[src/rtl/ripple_monitor.sv]
// ripple_monitor: receive-side checker for the rippling-LED display.
// Ports: clk, reset (async, active-high), led0..led7 in;
//   pos, valid, locked, dir, step_err, err_count out.
// Optional feature: define RIPPLE_BIDIR_EN to accept downward ripples.
module ripple_monitor #(
   parameter int STEP_CYCLES = 25000000,
   parameter int TOL         = 2,
   parameter int CNT_W       = 28
) (
   input  logic       clk,
   input  logic       reset,
   input  logic       led0,
   input  logic       led1,
   input  logic       led2,
   input  logic       led3,
   input  logic       led4,
   input  logic       led5,
   input  logic       led6,
   input  logic       led7,
   output logic [2:0] pos,
   output logic       valid,
   output logic       locked,
   output logic       dir,
   output logic       step_err,
   output logic [7:0] err_count
);

   typedef enum logic {ACQUIRE, TRACK} state_t;

   localparam logic [CNT_W-1:0] DW_LO = CNT_W'(STEP_CYCLES - TOL);
   localparam logic [CNT_W-1:0] DW_HI = CNT_W'(STEP_CYCLES + TOL);

   state_t           state, state_n;
   logic [7:0]       l_q, l_prev;
   logic [CNT_W-1:0] cnt;
   logic [2:0]       prev_pos;
   logic             prev_ok;
   logic             change;
   logic             err;
   logic [2:0]       up;
   logic [2:0]       exp_pos;

   // One-hot decode; anything else (incl. X/Z) is invalid with pos=0
   always_comb begin
      pos   = 3'd0;
      valid = 1'b0;
      for (int i = 0; i < 8; i++) begin
         if (l_q == (8'h01 << i)) begin
            pos   = 3'(i);
            valid = 1'b1;
         end
      end
   end

   assign change = (l_q != l_prev);
   assign locked = (state == TRACK);
   assign up     = prev_pos + 3'd1;

`ifdef RIPPLE_BIDIR_EN
   logic       dir_q, dir_n;
   logic [2:0] dn;

   assign dn      = prev_pos - 3'd1;
   assign dir     = dir_q;
   assign exp_pos = dir_q ? dn : up;
`else
   assign dir     = 1'b0;
   assign exp_pos = up;
`endif

   always_comb begin
      state_n = state;
      err     = 1'b0;
`ifdef RIPPLE_BIDIR_EN
      dir_n   = dir_q;
`endif
      case (state)
         ACQUIRE: begin
            // First step of a ripple is taken on adjacency alone
            if (change && valid && prev_ok) begin
               if (pos == up) begin
                  state_n = TRACK;
`ifdef RIPPLE_BIDIR_EN
                  dir_n   = 1'b0;
               end else if (pos == dn) begin
                  state_n = TRACK;
                  dir_n   = 1'b1;
`endif
               end
            end
         end
         TRACK: begin
            if (change) begin
               if (!valid)
                  err = 1'b1;
               else if (pos != exp_pos)
                  err = 1'b1;
               else if (cnt < DW_LO || cnt > DW_HI)
                  err = 1'b1;
            end else if (cnt == DW_HI) begin
               // Dwell about to exceed the upper bound
               err = 1'b1;
            end
            if (err)
               state_n = ACQUIRE;
         end
         default: state_n = ACQUIRE;
      endcase
   end

   always_ff @(posedge clk or posedge reset) begin
      if (reset) begin
         l_q       <= 8'h00;
         l_prev    <= 8'h00;
         cnt       <= '0;
         prev_pos  <= 3'd0;
         prev_ok   <= 1'b0;
         state     <= ACQUIRE;
         step_err  <= 1'b0;
         err_count <= 8'h00;
      end else begin
         l_q    <= {led7, led6, led5, led4,
                    led3, led2, led1, led0};
         l_prev <= l_q;
         if (change)
            cnt <= CNT_W'(1);
         else if (cnt != '1)
            cnt <= cnt + CNT_W'(1);
         // The latest pattern is always the reference
         // for the next adjacency test
         if (change) begin
            prev_pos <= pos;
            prev_ok  <= valid;
         end
         state    <= state_n;
         step_err <= err;
         if (err && err_count != 8'hff)
            err_count <= err_count + 8'd1;
      end
   end

`ifdef RIPPLE_BIDIR_EN
   always_ff @(posedge clk or posedge reset) begin
      if (reset)
         dir_q <= 1'b0;
      else
         dir_q <= dir_n;
   end
`endif

endmodule

[config.mk]
export PLATFORM = sky130hd
export DESIGN_NAME = ripple_monitor
export DESIGN_NICKNAME = d
export VERILOG_FILES = /design/src/rtl/ripple_monitor.sv
export SDC_FILE = /design/constraint.sdc
export NUM_CORES = 1
export LEC_CHECK = 0
export BUFFER_PORTS_ARGS = -buffer_cell sky130_fd_sc_hd__buf_2
export CORE_MARGIN = 2
export CORE_UTILIZATION = 30
export DETAILED_ROUTE_END_ITERATION = 8
export GPL_TIMING_DRIVEN = 1
export REMOVE_ABC_BUFFERS = 1
export SLEW_MARGIN = 30
export SYNTH_ARGS = -nofsm -noshare
export SYNTH_HDL_FRONTEND = slang
export SYNTH_SLANG_ARGS = --single-unit
[constraint.sdc]
create_clock -name clk -period 2.8 [get_ports clk]
set_clock_uncertainty 0.15 [all_clocks]
set_input_delay 0.28 -clock clk [delete_from_list [all_inputs] [get_ports clk]]
set_output_delay 0.28 -clock clk [all_outputs]
set_load 0.01 [all_outputs]
==> results of run 1 <==
## worst reg2reg max path, stage by stage (launching register included)
cell	delay, ns
dfrtp_2	0.49
nor4b_2	0.30
a221oi_2	0.08
or3_1	0.42
a211o_1	0.36
nor4_4	0.40
nor2_2	0.10
mux2_4	0.31
## final cells by class
class / count / area, um2
sequential: 58 / 1460
fill: 986 / 6020
inverter: 6 / 22.5
tap: 133 / 166
clock buffer: 12 / 145
timing repair buffer: 47 / 318
clock inverter: 4 / 98.8
multi-input combinational: 239 / 1590
## how the worst max path moves through the flow
stage | slack, ns | cells after the start | endpoint | start
floorplan | 0.13 | 7 | err_count[6] | l_q[5]
global placement | 0.12 | 8 | err_count[1] | cnt[4]
detailed placement | 0.12 | 8 | err_count[1] | l_q[7]
CTS | 0.03 | 8 | err_count[1] | l_q[7]
global route | 0.004 | 7 | err_count[1] | l_q[6]
finish | 0.09 | 7 | err_count[1] | l_q[6]
## synthesized netlist by cell type, drive strengths merged
library cell / count
xor2: 25
ha: 3
nand3: 11
nor4b: 5
a2111oi: 2
inv: 6
a221oi: 2
a31oi: 1
a211oi: 1
mux2i: 2
o41ai: 1
nor3b: 1
nand2: 36
clkbuf: 5
and3: 12
or3: 6
or2: 2
nor4: 13
dfrtp: 58
mux2: 4
xnor2: 13
o21a: 2
nor2b: 5
or4: 1
nand4: 7
a21boi: 1
a311o: 1
o311ai: 1
o21ai: 9
a211o: 2
conb: 1
o211ai: 2
buf: 7
and2: 2
nand2b: 2
and4: 4
a22o: 1
o221ai: 2
nor2: 42
a21oi: 7
nor3: 7
## power groups by stage
stage | Clock [mW] | Combinational [mW] | Sequential [mW]
6_report | 0.950 | 0.0819 | 0.872
5_1_grt | 1.01 | 0.0935 | 0.873
4_1_cts | 0.973 | 0.0771 | 0.868
3_5_place_dp | 0 | 0.0669 | 0.884
3_3_place_gp | 0 | 0.0657 | 0.883
2_1_floorplan | 0 | 0.0425 | 0.880
## per-layer routing
metal  track usage [%]  wire [um]  up-vias  share of wire, %
met1              17.2       3130     1154                48
met3              1.87        133       13               2.0
li1                  -          -     1194                 -
met2              19.3       3080       36                47
met4              6.19        147        0               2.3
met5                 0          0        -                 0
## cells in the final DEF, fill, tap and decap left out, drive strengths merged, types with 3 or more instances in the layout
| master | count |
|---|---|
| dfrtp | 58 |
| nor2 | 42 |
| buf | 38 |
| nand2 | 36 |
| xor2 | 25 |
| xnor2 | 13 |
| nor4 | 13 |
| and3 | 12 |
| clkbuf | 12 |
| nand3 | 11 |
| dlygate4sd3 | 9 |
| o21ai | 9 |
| nand4 | 7 |
| a21oi | 7 |
| nor3 | 7 |
| or3 | 6 |
| inv | 6 |
| nor2b | 5 |
| nor4b | 5 |
| and4 | 4 |
| mux2 | 4 |
| ha | 3 |
| bufinv | 3 |
## per-stage QoR
stage	utilization [%]	worst slack, ns	hold WS (ns)	cell area, um2
2_1_floorplan	-	0.127	0.161	2980
3_3_place_gp	34.4	0.125	0.106	3380
3_5_place_dp	34.4	0.120	0.118	3380
4_1_cts	37.8	0.0294	0.303	3710
5_1_grt	38.6	0.00404	0.333	3790
6_report	38.6	0.0894	0.302	3790
## repair_timing
action,4_1_cts,5_1_grt
setup buffers,0,0
gates resized for setup,0,18
hold endpoints to repair,22,0
endpoints found under the setup margin,0,8
hold buffers,9,0
## sequential cells by signal, indices dropped and copies added, names as in the netlist
| signal | count |
|---|---|
| cnt | 28 |
| err_count | 8 |
| l_prev | 8 |
| l_q | 8 |
| prev_pos | 3 |
| locked | 1 |
| prev_ok | 1 |
| step_err | 1 |
## cells by family after synthesis
group	Yosys count
multiplexers	6
flip-flops	58
adder cells (fa/ha/maj)	3
XOR/XNOR	38
AND/OR/NAND/NOR	156
other	1
AO/OA/AOI/OAI	35
buffers and inverters	18
==> results.yml, run 1 <==
run_status:
  status: "finished, final reports clean"
timing:
  rsz0062_at_grt: "no"
  fmax_ghz: 0.369
  maxSlewViolCount: 0
  period_minus_slack_ns: 2.71
  tns_ns: 0
  setup_violations: 0
  finalHoldViolCount: 0
  final.period_utilization_pct: 96.8
clock_network:
  path_clk_slew_ns: 0.07
  htreeDepth: 3
  cts_buffer_depth: 2
  tritoncts: "built"
  cts_sinks: 58
  cts_buffers: 9
  root_buffer: "clkbuf_8"
  clk_latency_ns: 0.34
worst_setup_path:
  start_kind: "register"
  critPathArrivalTime_ns: 2.78
  cp_max_fo: 8
  timing.rr.end: "err_count[1]"
  reg2reg_from: "l_q[6]"
  worst_path_dominant_cell_family: "simple AND/OR/NAND/NOR gates"
  worst-r2r-cell-count: 7
  crit_required_ns: 2.87
  cp_num_buf_inv: 0
  r2r_slack_ns: 0.09
  max_stage_delay_ns: 0.49
  crit_chain: "nor4b_2, a221oi_2, or3_1, a211o_1, nor4_4, nor2_2, mux2_4"
  crit_slowest_cell: "dfrtp_2"
  crit_type: "register to register"
  cp-end-kind: "register"
synthesis:
  synth-warning-count: 0
  ys_seq_area_share_pct: 47.6
  synthAdderAreaFrac_pct: 1.23
  ys_types: 53
  synth_top_area_share_pct: 47.6
  syn_area_um2: 3050
  synth_mux_area_share_pct: 2.26
  synth-seq-cells: 58
  synth_top_family_by_area: "simple AND/OR/NAND/NOR gates"
  netlist_instances: 315
  synth.area.top_cells: "dfrtp_1, xor2_1, nor2_1"
  avgSynthCellArea_um2: 9.68
  yosysTopAreaCell: "dfrtp_1"
  synthSimpleGateAreaFrac_pct: 26.9
  synth_compound_area_share_pct: 8.00
  synth-xor-area-share_pct: 10.9
drt:
  routed_wl_um: 6500
  drcViolationCount: 0
  vias: 2397
  wire_per_inst_um: 13.0
  vias_per_cell: 4.80
  drt_iter0_drc: 126
  dr.pass1.iters: 4
  ant_nets: 0
power_and_ir_drop:
  seqPwrFrac_pct: 45.8
  finalPower_mw: 1.90
  clock_power_share_pct: 49.9
  p_per_area_nw_per_um2: 502
  power.switching_uw: 396
  comb_power_share_pct: 4.3
  power.leakage_nw: 1.60
  p_sw_share_pct: 20.8
  vdd_drop_max_mv: 0.238
  p_int_mw: 1.51
layout:
  drive_gt1_share_pct: 21.0
  finalNonFillerCells: 499
  antenna_cells: 0
  fin_nets: 374
  area_growth_pct: 24.4
placement:
  io_buffer_count: 23
  hpwl_um: 4540
  dpl.cell_count: 474
  globalplace.congestion: 0.777
die:
  rows: 36
  io_pins: 25
  initial_core_util_pct: 31.1
  die_y_um: 105
  dieWidth_um: 105
  core_area_um2: 9820
  die_area_um2: 11000
flow_run:
  drv_cap: 0
grt:
  grt-ovfl-total: 0
  grt_usage_pct: 12.5
  grt_antenna_before_repair: 0
  grt_max_degree: 27
  grt_pass1_wl_um: 11200
  grt_pass1_vias: 2392
min_path:
  hp-class: "input pin to async pin"
No activity file was read; power rests on OpenSTA's default activity.
==> run 2, diff against run 1 <==
- CORE_UTILIZATION: 30 -> 59
- PLACE_DENSITY: not set -> 0.79
==> run 2 against run 1 <==
  * The flow now finishes with violations (negative setup slack)
  * Register-to-register slack lost 0.14 ns
  * Sequential share of layout area grew 2.0 points
  * Sequential cell count is the same
  * Combinational power shrank 2%
  * Final cell count shrank 13%
  * Core utilization grew 33 points
  * Count of clock-buffer cells in the layout is the same
  * Non-clock buffer count shrank 2
  * First-iteration DRC count grew 1.6%
==> results.yml, run 2 (synthesis results as in run 1) <==
run_status:
  status: "finished, violations left"
  violations: "negative setup slack"
die:
  die_area_um2: 5760
  die_y_um: 75.9
  core_area_um2: 5040
  rows: 26
  io_pins: 25
  initial_core_util_pct: 60.5
  dieWidth_um: 75.9
clock_network:
  clk_latency_ns: 0.33
  cts_buffers: 9
  cts_sinks: 58
  root_buffer: "clkbuf_8"
  path_clk_slew_ns: 0.06
  htreeDepth: 3
  tritoncts: "built"
  cts_buffer_depth: 2
drt:
  routed_wl_um: 6860
  vias_per_cell: 5.81
  vias: 2516
  ant_nets: 0
  drt_iter0_drc: 128
  drcViolationCount: 0
  dr.pass1.iters: 4
  wire_per_inst_um: 15.8
grt:
  grt_pass1_vias: 2412
  grt_pass1_wl_um: 11100
  grt-ovfl-total: 0
  grt_usage_pct: 24.1
  grt_antenna_before_repair: 0
  grt_max_degree: 35
power_and_ir_drop:
  vdd_drop_max_mv: 0.383
  power.switching_uw: 364
  clock_power_share_pct: 41.0
  seqPwrFrac_pct: 54.0
  finalPower_mw: 1.61
  p_int_mw: 1.25
  comb_power_share_pct: 5.0
  p_sw_share_pct: 22.6
  p_per_area_nw_per_um2: 448
  power.leakage_nw: 1.54
worst_setup_path:
  critPathArrivalTime_ns: 2.92
  start_kind: "register"
  crit_start: "l_q[4]"
  timing.rr.end: "err_count[7]"
  r2r_slack_ns: -0.05
  crit_type: "register to register"
  cp_max_fo: 8
  cp-end-kind: "register"
  reg2reg_from: "l_q[4]"
  crit_required_ns: 2.86
  worst-r2r-cell-count: 7
timing:
  maxSlewViolCount: 0
  final.period_utilization_pct: 102
  relSlewSlack_pct: 53.7
  period_minus_slack_ns: 2.85
  finalHoldViolCount: 0
  whs_ns: 0.354
  fmax_ghz: 0.350
  worst_slew_pin_slew_ns: 0.693
  setup_violations: 2
  layout_setup_ws_ns: -0.0534
layout:
  regMostFlops: "cnt"
  layout_common_cells: "dfrtp_1, nor2_1, nand2_1"
  area_growth_pct: 17.8
  final_area_um2: 3590
  final_common_cell: "dfrtp_1"
  antenna_cells: 0
  largest_reg_flops: 28
  finalNonFillerCells: 433
  drive_gt1_share_pct: 19.6
  fin_nets: 372
placement:
  globalplace.congestion: 0.843
  dpl.cell_count: 406
  hpwl_um: 4350
  io_buffer_count: 23
  placed_cell_area_um2: 3260
  preCtsSetupSlack_ns: -0.0000755
min_path:
  min_path_cells: 2
  hp-start: "prev_pos[2]"
  hp-class: "register to register"
  hold_end: "prev_pos[2]"
flow_run:
  drv_cap: 0
run 2: changes by cell type in the layout (fill, tap and decap cells not counted), sizes merged:
| cell | before | now |
|---|---|---|
| bufinv | 3 | 0 |
| clkinv | 1 | 3 |
| buf | 38 | 36 |
run 2: how the worst max path moves through the flow:
stage                     cells after the start  slack, ns            to
after floorplan                               7       0.13  err_count[6]
after global placement                        7       0.06  err_count[1]
after detailed placement                      7   -0.00008  err_count[6]
after CTS                                     7       0.06  err_count[6]
after global routing                          7      -0.16  err_count[7]
final                                         7      -0.05  err_count[7]
run 2: what timing repair did:
| action | 4_1_cts | 5_1_grt |
|---|---|---|
| gates resized for setup | 2 | 10 |
| hold buffers | 9 | 0 |
| buffers inserted | 0 | 3 |
| endpoints found under the hold margin | 40 | 0 |
| cloned | 0 | 0 |
| setup endpoints to repair | 3 | 3 |
| pin swaps | 0 | 3 |
run 2: power by group through the flow:
stage | registers, mW | clock network, mW | logic [mW]
6_report | 0.870 | 0.660 | 0.0806
5_1_grt | 0.871 | 0.718 | 0.0898
4_1_cts | 0.869 | 0.677 | 0.0746
3_5_place_dp | 0.884 | 0 | 0.0647
3_3_place_gp | 0.883 | 0 | 0.0629
2_1_floorplan | 0.880 | 0 | 0.0425
run 2: area by class of cell:
class | instances | area [um2]
clock buffer | 12 | 155
clock inverter | 3 | 15.0
fill | 353 | 1450
inverter | 6 | 22.5
multi-input combinational | 239 | 1560
sequential | 58 | 1450
tap | 70 | 87.6
timing repair buffer | 45 | 303
run 2: metrics by stage:
| step | TNS, ns | utilization, % |
|---|---|---|
| after floorplan | 0 | - |
| after global placement | 0 | 64.7 |
| after detailed placement | -0.0000755 | 64.7 |
| after CTS | 0 | 69.9 |
| after global routing | -0.533 | 71.3 |
| final | -0.0838 | 71.3 |
run 2: per-layer routing:
metal | wire length, um | track usage (%) | vias to the layer above | part of all wire (%)
li1 | - | - | 1196 | -
met1 | 2910 | 29.4 | 1224 | 42
met2 | 3510 | 41.6 | 78 | 51
met3 | 309 | 6.79 | 18 | 4.5
met4 | 135 | 7.45 | 0 | 2.0
met5 | 0 | 0 | - | 0
run 2: critical path: stages (launching register included):
cell,delay [ns]
dfrtp_1,0.51
nor4b_2,0.26
a221oi_1,0.11
or3_1,0.47
a2111oi_2,0.40
a31oi_1,0.20
o211ai_1,0.27
mux2_1,0.35
==> run 3, diff against run 2 <==
- PLACE_DENSITY: 0.79 -> not set
- PLACE_DENSITY_LB_ADDON: not set -> 0.1
==> run 3 against run 2 <==
  * The flow now finishes without violations
  * Maximum frequency increased by 4.4%
  * First-iteration DRC count decreased by 23%
  * Global-route usage fell by 0.37 points
  * Critical path depth up 1
  * Design area grew 3.5%
  * Sequential share of layout area shrank 1.3 points
  * Non-clock buffer count up 3
  * Critical path type unchanged
==> results.yml, run 3 (synthesis results as in run 1) <==
clock_network:
  clk_latency_ns: 0.34
  cts_sinks: 58
  path_clk_slew_ns: 0.07
  tritoncts: "built"
  root_buffer: "clkbuf_8"
  cts_buffer_depth: 2
  htreeDepth: 3
  cts_buffers: 9
die:
  initial_core_util_pct: 60.5
  die_area_um2: 5760
  die_y_um: 75.9
  io_pins: 25
  core_area_um2: 5040
  rows: 26
  dieWidth_um: 75.9
timing:
  rsz0062_at_grt: "yes"
  maxSlewViolCount: 0
  period_minus_slack_ns: 2.73
  layout_setup_ws_ns: 0.0671
  fmax_ghz: 0.366
  finalHoldViolCount: 0
  relSlewSlack_pct: 53.0
  setup_violations: 0
  worst_slew_pin_slew_ns: 0.705
  final.period_utilization_pct: 97.6
layout:
  fin_nets: 375
  area_growth_pct: 21.9
  multi_input_area_um2: 1590
  fillCellCount: 357
  final_area_um2: 3720
  regMostFlops: "cnt"
  layout_common_cells: "dfrtp_1, nor2_1, nand2_1"
  regArea_um2: 1460
  largest_reg_flops: 28
  antenna_cells: 0
  final_common_cell: "dfrtp_1"
  drive_gt1_share_pct: 20.7
placement:
  placed_cell_area_um2: 3280
  io_buffer_count: 23
  preCtsSetupSlack_ns: 0.0681
  globalplace.congestion: 0.857
  hpwl_um: 4190
grt:
  grt-ovfl-total: 0
  grt_max_degree: 32
  grt_usage_pct: 23.7
  grt_pass1_vias: 2377
  grt_antenna_before_repair: 0
  grt_pass1_wl_um: 10900
drt:
  drcViolationCount: 0
  vias_per_cell: 5.53
  vias: 2416
  dr.pass1.iters: 4
  drt_iter0_drc: 99
  wire_per_inst_um: 14.5
  routed_wl_um: 6320
  ant_nets: 0
worst_setup_path:
  crit_required_ns: 2.88
  critPathArrivalTime_ns: 2.81
  start_kind: "register"
  cp_max_fo: 10
  crit_type: "register to register"
  cp-end-kind: "register"
  r2r_slack_ns: 0.07
power_and_ir_drop:
  power.leakage_nw: 1.59
  p_per_area_nw_per_um2: 492
  finalPower_mw: 1.83
  vdd_drop_max_mv: 0.372
min_path:
  hp-class: "register to register"
run_status:
  status: "finished, final reports clean"
flow_run:
  drv_cap: 0
run 3: report_power, final:
part,internal [mW],switching (mW)
clock network,0.550,0.330
logic,0.0366,0.0441
registers,0.851,0.0176
total,1.44,0.391
run 3: worst paths after layout:
| check | start | endpoint | cells after the start |
|---|---|---|---|
| max reg2reg | l_q[3] | err_count[1] | 8 |
| min | prev_pos[1] | prev_pos[1] | 2 |
| max in group asynchronous | reset | l_q[5] | 4 |
| min in group asynchronous | reset | cnt[12] | 3 |
| max | l_q[3] | err_count[1] | 8 |
| min reg2reg | prev_pos[1] | prev_pos[1] | 2 |
run 3: timing repair:
| item | 4_1_cts | 5_1_grt |
|---|---|---|
| hold buffers | 9 | 0 |
| gates resized for setup | 0 | 17 |
| hold endpoints to repair | 35 | 0 |
| endpoints found under the setup margin | 0 | 8 |
| setup buffers | 0 | 5 |
run 3: layer usage:
layer / GRT usage [%] / share of wire [%] / wire length [um]
met1: 31.1 / 45 / 2820
met2: 37.3 / 49 / 3080
met3: 5.83 / 4.4 / 276
met4: 11.1 / 2.3 / 146
met5: 0 / 0 / 0
run 3: metrics by stage:
stage	hold WS, ns	utilization (%)	cells	setup TNS [ns]
6_report	0.341	73.8	437	0
5_1_grt	0.358	73.8	437	-0.0760
4_1_cts	0.334	71.4	432	0
3_5_place_dp	0.239	65.1	407	0
3_3_place_gp	0.237	65.1	407	0
2_1_floorplan	0.161	-	303	0
run 3: critical path, cell delays in order, from the launching register on:
cell      delay, ns
dfrtp_1        0.49
nor4b_1        0.47
a221oi_1       0.20
o21ai_1        0.30
o221ai_2       0.19
nor4_4         0.28
buf_4          0.18
nor2_2         0.05
mux2_4         0.31
run 3: area by class of cell:
class,instances,area share (%)
Multi-Input combinational cell,239,42.7
Sequential cell,58,39.1
Timing Repair Buffer,48,9.08
Clock buffer,12,4.17
Tap cell,70,2.35
Clock inverter,4,1.98
Inverter,6,0.605
